`src/rtl/pipe_chain.sv`:
```
// rtl/pipe_chain.sv - parametrised in-order valid/allowin pipeline chain with per-stage stall and flush
// Optional feature: define PIPE_PERF_CNT_EN to add per-stage stall counters (perf_stall_cnt).
module pipe_chain #(
    parameter int STAGES = 4,
    parameter int BUS_WD = 64
) (
    input  logic                     clk,
    input  logic                     resetn,
    input  logic                     in_valid,
    input  logic [BUS_WD-1:0]        in_bus,
    output logic                     in_allowin,
    output logic [STAGES-1:0]        stg_valid,
    output logic [STAGES*BUS_WD-1:0] stg_bus,
    input  logic [STAGES-1:0]        stg_ready_go,
    input  logic [STAGES*BUS_WD-1:0] stg_out_bus,
    input  logic [STAGES-1:0]        stg_flush,
    output logic                     out_valid,
    output logic [BUS_WD-1:0]        out_bus,
    input  logic                     out_allowin
`ifdef PIPE_PERF_CNT_EN
    ,
    output logic [STAGES*32-1:0]     perf_stall_cnt
`endif
);

    logic [STAGES-1:0]        r_valid;
    logic [STAGES*BUS_WD-1:0] r_bus;

    logic [STAGES:0]          w_allowin;
    logic [STAGES-1:0]        w_to_next;
    logic [STAGES-1:0]        w_kill;
    logic [STAGES-1:0]        w_fwd_valid;
    logic [STAGES-1:0]        w_fwd_load;
    logic [STAGES*BUS_WD-1:0] w_fwd_bus;
    logic                     w_flush_any;

    // Handshake network: allowin ripples from the output back to the input,
    // kill accumulates from the oldest stage toward the youngest.
    always_comb begin
        w_allowin   = '0;
        w_to_next   = '0;
        w_kill      = '0;
        w_fwd_valid = '0;
        w_fwd_load  = '0;
        w_fwd_bus   = '0;
        w_flush_any = |stg_flush;

        w_allowin[STAGES] = out_allowin;
        for (int i = STAGES - 1; i >= 0; i--) begin
            w_to_next[i] = r_valid[i] && stg_ready_go[i];
            w_allowin[i] = !r_valid[i] || (stg_ready_go[i] && w_allowin[i+1]);
        end

        for (int i = STAGES - 2; i >= 0; i--) begin
            w_kill[i] = w_kill[i+1] | stg_flush[i+1];
        end

        w_fwd_valid[0]         = in_valid && !w_flush_any;
        w_fwd_load[0]          = w_allowin[0] && in_valid && !w_flush_any;
        w_fwd_bus[0 +: BUS_WD] = in_bus;
        for (int i = 1; i < STAGES; i++) begin
            // An entry leaving a killed stage is dropped on the way: it never becomes
            // valid in the next stage, even when that next stage is the flusher itself.
            w_fwd_valid[i]                  = w_to_next[i-1] && !w_kill[i-1];
            w_fwd_load[i]                   = w_allowin[i] && w_to_next[i-1];
            w_fwd_bus[i*BUS_WD +: BUS_WD]   = stg_out_bus[(i-1)*BUS_WD +: BUS_WD];
        end
    end

    // Stage registers: kill beats advance beats hold; the bus is never cleared by kill.
    always_ff @(posedge clk or negedge resetn) begin
        if (!resetn) begin
            r_valid <= '0;
            r_bus   <= '0;
        end else begin
            for (int i = 0; i < STAGES; i++) begin
                if (w_kill[i]) begin
                    r_valid[i] <= 1'b0;
                end else if (w_allowin[i]) begin
                    r_valid[i] <= w_fwd_valid[i];
                end
                if (w_fwd_load[i]) begin
                    r_bus[i*BUS_WD +: BUS_WD] <= w_fwd_bus[i*BUS_WD +: BUS_WD];
                end
            end
        end
    end

    assign stg_valid  = r_valid;
    assign stg_bus    = r_bus;
    assign in_allowin = w_allowin[0] && !w_flush_any;
    assign out_valid  = w_to_next[STAGES-1];
    assign out_bus    = stg_out_bus[(STAGES-1)*BUS_WD +: BUS_WD];

`ifdef PIPE_PERF_CNT_EN
    logic [STAGES*32-1:0] r_perf;

    // Stall counters: a valid stage that cannot hand its entry on this cycle.
    always_ff @(posedge clk or negedge resetn) begin
        if (!resetn) begin
            r_perf <= '0;
        end else begin
            for (int i = 0; i < STAGES; i++) begin
                if (r_valid[i] && !(stg_ready_go[i] && w_allowin[i+1])) begin
                    r_perf[i*32 +: 32] <= r_perf[i*32 +: 32] + 32'd1;
                end
            end
        end
    end

    assign perf_stall_cnt = r_perf;
`endif

endmodule

```
`config.mk`:
```
export PLATFORM = sky130hd
export DESIGN_NAME = pipe_chain
export DESIGN_NICKNAME = d
export VERILOG_FILES = /design/src/rtl/pipe_chain.sv
export SDC_FILE = /design/constraint.sdc
export NUM_CORES = 1
export LEC_CHECK = 0
export ABC_AREA = 1
export BUFFER_PORTS_ARGS = -buffer_cell sky130_fd_sc_hd__buf_2
export CAP_MARGIN = 30
export CORE_AREA = 10 10 245 247
export DETAILED_ROUTE_END_ITERATION = 8
export DIE_AREA = 0 0 255 257
export SLEW_MARGIN = 0
export SYNTH_ARGS = -nofsm -noshare
export SYNTH_HDL_FRONTEND = slang
export SYNTH_SLANG_ARGS = --single-unit
```
`constraint.sdc`:
```
create_clock -name clk -period 1.6 [get_ports clk]
set_clock_uncertainty 0.2 [all_clocks]
set_input_delay 0.48 -clock clk [delete_from_list [all_inputs] [get_ports clk]]
set_output_delay 0.48 -clock clk [all_outputs]
set_load 0.005 [all_outputs]
```
Yosys cells after proc, flatten, opt, wreduce, memory -nomap -nowiden

Cells that the tools add are included.

Reduce and logical (&&, ||, !) cells: 34
Multiplexer cells: 6
Bitwise logic cells: 2

Operators with widths:

| cell               | number |
|---|---|
| logical AND 1 bit  | 18 |
| logical NOT 1 bit  | 8 |
| 2-to-1 mux 1 bit   | 6 |
| nonzero test 2 bit | 3 |
| logical OR 1 bit   | 4 |
| OR reduction 4 bit | 1 |
| OR 1 bit           | 2 |

Word-level logic and storage cells: 50
Bits of input ports: 332
Output and inout bits: 326
Flip-flop bits (word level): 260

Longest topological paths before layout

Gate-level depths: netlist of run 1.

Depth after elaboration: 10
Mapped depth: 13
Gate-level depth less buffers: 11

Worst setup path after synthesis of run 1

Ideal clock, no wire load.

Path kind: input-to-reg
Start: input stg_flush[3]
End: register r_bus[0], in the netlist stg_bus[0]
Data arrival time: 1.524 ns
Cell stages on the path: 11
Path slack: -0.240 ns
Data required time: 1.284 ns
Cells stage by stage: nor2_2 -> inv_2 -> nor2_4 -> inv_2 -> or2_1 -> nor2_2 -> nand2_1 -> buf_6 -> buf_6 -> nand2_1 -> nand2_1

Longest elaborated chain between the ends: 3

RTL lines:

| item                           | RTL line | RTL |
|---|---|---|
| start: declaration             | 16       | `input logic [STAGES-1:0] stg_flush,` |
| OR reduction 4 bit             | 46       | `w_flush_any = \|stg_flush;` |
| logical NOT 1 bit              | 59       | `w_fwd_load[0] = w_allowin[0] && in_valid && !w_flush_any;` |
| logical AND 1 bit              | 59       |  |
| end signal: indexed assignment | 83       | `r_bus[i*BUS_WD +: BUS_WD] <= w_fwd_bus[i*BUS_WD +: BUS_WD];` |
| end: declaration               | 27       | `logic [STAGES*BUS_WD-1:0] r_bus;` |

Every way passes these cells.
A chain may end at the register's enable or synchronous reset.

Worst setup path after layout of run 1

Start: register r_valid[3], in the netlist stg_valid[3]
End: output in_allowin

Longest elaborated chain between the ends: 9

RTL lines:

| item                             | RTL line | RTL |
|---|---|---|
| start: declaration               | 26       | `logic [STAGES-1:0] r_valid;` |
| start signal: indexed assignment | 80       | `r_valid[i] <= w_fwd_valid[i];` |
| logical NOT 1 bit                | 51       | `w_allowin[i] = !r_valid[i] \|\| (stg_ready_go[i] && w_allowin[i+1]);` |
| logical OR 1 bit                 | 51       |  |
| logical AND 1 bit                | 51       |  |
| logical OR 1 bit                 | 51       |  |
| logical AND 1 bit                | 51       |  |
| logical OR 1 bit                 | 51       |  |
| logical AND 1 bit                | 51       |  |
| logical OR 1 bit                 | 51       |  |
| logical AND 1 bit                | 91       | `assign in_allowin = w_allowin[0] && !w_flush_any;` |
| end: declaration                 | 11       | `output logic in_allowin,` |

Every way passes these cells.

==> results_dict.tcl, run 1 <==
set metrics [dict create \
    viasPerCell 4.11 \
    multi_input_area_um2 3340 \
    grt_use_total 0.127 \
    port_buffers 529 \
    worstPathRequired_ns 0.92 \
    hp-class "in -> reg" \
    setup_ws_ns -0.732 \
    power_density_nw_per_um2 919 \
    arrival_ns 1.65 \
    htreeDepth 1 \
    regArea_um2 6510 \
    outcome "finished with violations" \
    utilization 0.355 \
    die_w_um 255 \
    setup_viol 517 \
    cts_tree "yes" \
    clkPwrFrac 0.390 \
    ys_seq_elements 260 \
    yosysUniqueCellTypes 17 \
    max_slew_margin 0.737 \
    total_power_w 0.0179 \
    cts.path.max_buffers 3 \
    fin_nets 2204 \
    num_vias 10700 \
    ir_worst_vdd_uv 924 \
    layout_common_cells "521 x buf_2, 259 x dfrtp_1, 256 x dlygate4sd3_1, 215 x nand2_1, 130 x inv_1" \
    core_area_um2 54900 \
    cap_violations 0 \
    internal-power_w 0.0132 \
    p_switching_w 0.00471 \
    clock-sinks 260 \
    layout_commonest_cell "buf_2" \
    fin_crit_sh 1.46 \
    failed_checks "negative setup slack" \
    synth_area_per_cell_um2 10.1 \
    synth_top_family_by_area "simple AND/OR/NAND/NOR gates" \
    clock_latency_ns 0.57 \
    grt_overflow_total 0 \
    grt_pass1_vias 11600 \
    synthXorXnorAreaFrac 0 \
    yosysWarnings 0 \
    netlist_area_um2 10500 \
    cp_max_fo 2 \
    ys_seq_area_frac 0.617 \
    die_area_um2 65500 \
    start_util 0.192 \
    pwr-share-comb 0.176 \
    gp_congestion 0.856 \
    yosys.area_share.adder 0 \
    cts.clk_slew.worst_paths_ns 0.06 \
    yosys.area_share.simple 0.130 \
    critPathKind "reg -> out" \
    fmax_mhz 429 \
    maxSlewViolCount 0 \
    drive_gt1_frac 0.464 \
    rsz0062_at_grt "true" \
    dpl.hpwl_mm 29.1 \
    grt_pass1_wl_mm 66.9 \
    fillCellCount 5228 \
    wire_per_inst_um 17.7 \
    finalSetupTns_ns -107.37 \
    hold_viol 0 \
    syn_nets 1380 \
    cts_root_buf "clkbuf_16" \
    boundaryPins 658 \
    syn_inst 1048 \
    antenna_found_initial 5 \
    p_seq_frac 0.434 \
    drc 0 \
    grt_max_degree 59 \
    synthMuxAreaShare 0.0683 \
    dr.pass1.iters 5 \
    die_y_um 257 \
    numCtsBuffers 30 \
    power_leakage_nw 10.7 \
    syn_to_final_growth_pct 84.9 \
    end_kind "primary output" \
    worstMarginPinSlew_ns 0.395 \
    layout_min_cycle_time_ns 2.33 \
    row_count 86 \
    ant_nets 0 \
    cp-start-kind "flop" \
    routed_wl_mm 46.1 \
    swShare 0.263 \
    synth-compound-area-share 0.0631 \
    drt_iter0_drc 476 \
]
## through the flow
step	setup slack (ns)	hold WS, ns	area (um^2)	cells
6_report	-0.732	0.0150	19500	2605
5_1_grt	-0.863	0.00422	19500	2604
4_1_cts	-0.856	0.00464	18800	2579
3_5_place_dp	-0.755	0.207	14000	2223
3_3_place_gp	-0.718	0.204	14000	2223
2_1_floorplan	-0.235	-0.0156	10700	1048
## synthesized netlist by cell type, drive strengths merged
| master | number | share of area |
|---|---|---|
| a21oi | 1 | 0.00047 |
| buf | 94 | 0.065 |
| clkbuf | 26 | 0.0093 |
| dfrtp | 260 | 0.62 |
| inv | 132 | 0.047 |
| mux2 | 64 | 0.068 |
| nand2 | 266 | 0.095 |
| nand3 | 69 | 0.033 |
| nor2 | 3 | 0.0023 |
| o21ai | 132 | 0.063 |
| or2 | 1 | 0.00059 |
## worst paths after layout
kind / slack (ns) / from / endpoint / cells past startpoint
worst min-delay path: 0.01 / stg_out_bus[56] / stg_bus[120]$_DFFE_PN0P_ / 3
min in group asynchronous: 0.22 / resetn / stg_bus[69]$_DFFE_PN0P_ / 2
worst max register to register: -0.53 / stg_valid[3]$_DFFE_PN0P_ / stg_bus[64]$_DFFE_PN0P_ / 15
max in group asynchronous: 0.33 / resetn / stg_bus[153]$_DFFE_PN0P_ / 3
worst max-delay path: -0.73 / stg_valid[3]$_DFFE_PN0P_ / in_allowin / 8
worst min register to register: 0.27 / stg_bus[6]$_DFFE_PN0P_ / stg_bus[6]$_DFFE_PN0P_ / 2
## sequential cells by signal, indices dropped and copies added, names as in the netlist
signal,flops
stg_valid,4
stg_bus,256
## power by group through the flow
stage | logic, W | registers [W] | clock network, W
finish | 0.00316 | 0.00779 | 0.00699
detailed placement | 0.00230 | 0.00778 | 0
global placement | 0.00224 | 0.00777 | 0
floorplan | 0.000775 | 0.00783 | 0
global route | 0.00348 | 0.00786 | 0.00744
CTS | 0.00294 | 0.00769 | 0.00718
## worst max-delay path: stages (launching register included)
cell	delay (ns)
dfrtp_1	0.38
nand2_2	0.09
nand2_2	0.06
nand2_4	0.12
nand2_4	0.06
nand2_4	0.07
nand2_4	0.05
a21oi_2	0.11
buf_2	0.13
## logic make-up after synthesis
group / after synthesis
flip-flops: 260
AND/OR/NAND/NOR: 339
multiplexers: 64
buffers and inverters: 252
AO/OA/AOI/OAI: 133
## what timing repair did
item	in CTS	in global routing
pin swaps	11	9
hold endpoints to repair	497	0
hold buffers	256	0
setup endpoints to repair	455	471
cloned	22	15
buffers inserted	25	13
gates resized for setup	99	133
## routing by layer
layer / wire (um) / track usage
met5: 0 / 0
met4: 1640 / 0.0479
met3: 4280 / 0.0461
met2: 23000 / 0.222
met1: 17200 / 0.138
## layout make-up
| class | count | share of cell area |
|---|---|---|
| diodes | 6 | 0.000770 |
| flip-flops and latches | 260 | 0.334 |
| well taps | 704 | 0.0452 |
| repair buffers | 909 | 0.372 |
| inverters | 132 | 0.0254 |
| clock buffers | 49 | 0.0473 |
| multi-input cells | 539 | 0.171 |
| clock inverters | 6 | 0.00430 |
No activity file was read; power rests on OpenSTA's default activity.
==> run 2: changes to the inputs <==
--- a/config.mk
+++ b/config.mk
@@ -5,12 +5,12 @@
 export SDC_FILE = /design/constraint.sdc
 export NUM_CORES = 1
 export LEC_CHECK = 0
-export ABC_AREA = 1
+export ABC_AREA = 0
 export BUFFER_PORTS_ARGS = -buffer_cell sky130_fd_sc_hd__buf_2
 export CAP_MARGIN = 30
-export CORE_AREA = 10 10 245 247
+export CORE_AREA = 10 10 250 252
 export DETAILED_ROUTE_END_ITERATION = 8
-export DIE_AREA = 0 0 255 257
+export DIE_AREA = 0 0 260 262
 export SLEW_MARGIN = 0
 export SYNTH_ARGS = -nofsm -noshare
 export SYNTH_HDL_FRONTEND = slang
==> results_dict.tcl, run 2 <==
set metrics [dict create \
    layout_commonest_cell "buf_2" \
    fmax_mhz 420 \
    hold_end "stg_valid[1]$_DFFE_PN0P_" \
    yosysMostFrequentCell "dfrtp_1" \
    end_kind "primary output" \
    synth_top_family_by_area "multiplexers" \
    grt_max_degree 72 \
    worstRegToRegCells 10 \
    synth-compound-area-share 0.00973 \
    row_count 88 \
    design_area_um2 20700 \
    layout_common_cells "514 x buf_2, 259 x dfrtp_1, 258 x dlygate4sd3_1, 247 x mux2_4, 173 x buf_4" \
    worstPathRequired_ns 0.92 \
    yosys.area_share.simple 0.00781 \
    core_area_um2 57400 \
    setup_ws_ns -0.783 \
    fin_crit_sh 1.49 \
    synth_area_per_cell_um2 16.3 \
    clkPwrFrac 0.345 \
    utilization 0.360 \
    grt_pass1_wl_mm 60.2 \
    total_power_w 0.0194 \
    syn_to_final_growth_pct 98.6 \
    wire_per_inst_um 18.8 \
    ys_seq_area_frac 0.625 \
    routed_wl_mm 45.2 \
    syn_nets 969 \
    port_buffers 529 \
    synthTopCellsByCount "260 x dfrtp_1, 207 x mux2_2, 64 x buf_4" \
    yosysWarnings 0 \
    ir_worst_vdd_uv 740 \
    grt_overflow_total 0 \
    synthMuxAreaShare 0.295 \
    gp_congestion 0.782 \
    fin_nets 1955 \
    cts.clk_slew.worst_paths_ns 0.06 \
    power_density_nw_per_um2 940 \
    synth-main-ff-cell "dfrtp_1" \
    outcome "finished with violations" \
    dr.pass1.iters 4 \
    power_leakage_nw 11.3 \
    clock_latency_ns 0.58 \
    grt_pass1_vias 10000 \
    reg2reg_from "stg_valid[2]$_DFFE_PN0P_" \
    async_flop_share 1.00 \
    largest_reg_flops 256 \
    path_cells "nand2_2 -> o211a_4 -> o21ai_4 -> a21oi_4 -> buf_6" \
    synthTopCellsByArea "dfrtp_1 62%, mux2_2 22%, mux2_4 7.1%" \
    syn_inst 637 \
    die_y_um 262 \
    hold_depth 3 \
    yosys.area_share.adder 0 \
    hp-class "in -> reg" \
    failed_checks "negative setup slack" \
    synth_top_area_cell "dfrtp_1" \
    antenna_found_initial 1 \
    worstReg2RegEnd "stg_bus[103]$_DFFE_PN0P_" \
    critPathKind "reg -> out" \
    p_seq_frac 0.414 \
    synth_top_area_frac 0.625 \
    htreeDepth 1 \
    swShare 0.254 \
    arrival_ns 1.70 \
    setup_viol 522 \
    rsz0062_at_grt "true" \
    hold_viol 0 \
    cts_root_buf "clkbuf_16" \
    boundaryPins 658 \
    cts.path.max_buffers 3 \
    cap_violations 0 \
    whs_ns 0.0701 \
    internal-power_w 0.0145 \
    drive_gt1_frac 0.674 \
    viasPerCell 3.85 \
    drt_iter0_drc 432 \
    slowest_stage "dfrtp_2" \
    ant_nets 0 \
    place_ws_ns -0.893 \
    placed_area_um2 14800 \
    drc 0 \
    maxSlewViolCount 0 \
    grt_use_total 0.112 \
    cp_max_fo 3 \
    worstMarginPinSlew_ns 0.397 \
    num_vias 9266 \
    die_w_um 260 \
    pwr-share-comb 0.241 \
    netlist_area_um2 10400 \
    r2r_slack_ns -0.61 \
    synth_edf_count 0 \
    start_util 0.181 \
    synthXorXnorAreaFrac 0 \
    p_switching_w 0.00493 \
    cts_tree "yes" \
    die_area_um2 68100 \
    dpl.hpwl_mm 28.3 \
    cp-start-kind "flop" \
    clock-sinks 260 \
    hold_start "stg_flush[2]" \
    layout_min_cycle_time_ns 2.38 \
    crit_path_max_incr_delay_ns 0.40 \
    numCtsBuffers 30 \
    max_slew_margin 0.732 \
    fillCellCount 5273 \
    ys_seq_elements 260 \
    yosysUniqueCellTypes 25 \
]
[run 2: metrics by stage]
step | setup TNS [ns] | cells
floorplan | -74.40 | 637
global placement | -154.15 | 1914
detailed placement | -156.09 | 1914
CTS | -155.04 | 2250
global route | -184.92 | 2406
finish | -155.62 | 2408
[run 2: timing repair]
action | CTS | global route
hold endpoints to repair | 518 | 0
buffers inserted | 24 | 157
endpoints found under the setup margin | 520 | 521
hold buffers | 258 | 0
resized for setup | 69 | 92
pin swaps | 7 | 9
gates cloned | 9 | 10
[run 2: power by group through the flow]
stage	Combinational, W	Sequential, W	Clock, W
floorplan	0.00144	0.00814	0
global placement	0.00320	0.00810	0
detailed placement	0.00326	0.00811	0
CTS	0.00385	0.00805	0.00689
global route	0.00499	0.00813	0.00718
finish	0.00468	0.00805	0.00671
[run 2: layout make-up]
cell class	count	area (um^2)	area share
diodes	2	5.00	0.000242
clock buffers	42	866	0.0419
clock inverters	8	85.1	0.00411
inverters	2	7.51	0.000363
multi-input cells	285	4130	0.200
flip-flops and latches	260	6510	0.315
well taps	765	957	0.0463
repair buffers	1044	8130	0.393
[run 2: worst max path at each step]
stage                              from                       to  cells past startpoint
3_5_place_dp                out_allowin  stg_bus[31]$_DFFE_PN0P_                      6
3_3_place_gp                out_allowin  stg_bus[30]$_DFFE_PN0P_                      6
2_1_floorplan              stg_flush[1]   stg_bus[0]$_DFFE_PN0P_                      6
4_1_cts        stg_valid[2]$_DFFE_PN0P_               in_allowin                      5
5_1_grt        stg_valid[2]$_DFFE_PN0P_               in_allowin                      5
6_report       stg_valid[2]$_DFFE_PN0P_               in_allowin                      5
[run 2: cells by family (layout without fill, tap and decap cells)]
kind of cell    count (synthesis)  in the layout
compound gates                 13             13
buf+inv                        93           1096
flops                         260            260
mux                           256            256
other cells                     0              2
simple gates                   15             16
[run 2: layer usage]
| layer | wire [um] | up-vias | track usage |
|---|---|---|---|
| met5 | 13 | - | 0 |
| met4 | 1420 | 2 | 0.0500 |
| met3 | 4040 | 88 | 0.0426 |
| met2 | 23600 | 422 | 0.195 |
| met1 | 16100 | 4628 | 0.118 |
| li1 | - | 4126 | - |
[run 2: critical path: cells and delay by family, from the launching register on]
family / cells / cell delay [ns]
AOI/OAI and AO/OA: 3 / 0.52
DFF: 1 / 0.40
and+or+nand+nor: 1 / 0.07
buffers and inverters: 1 / 0.14
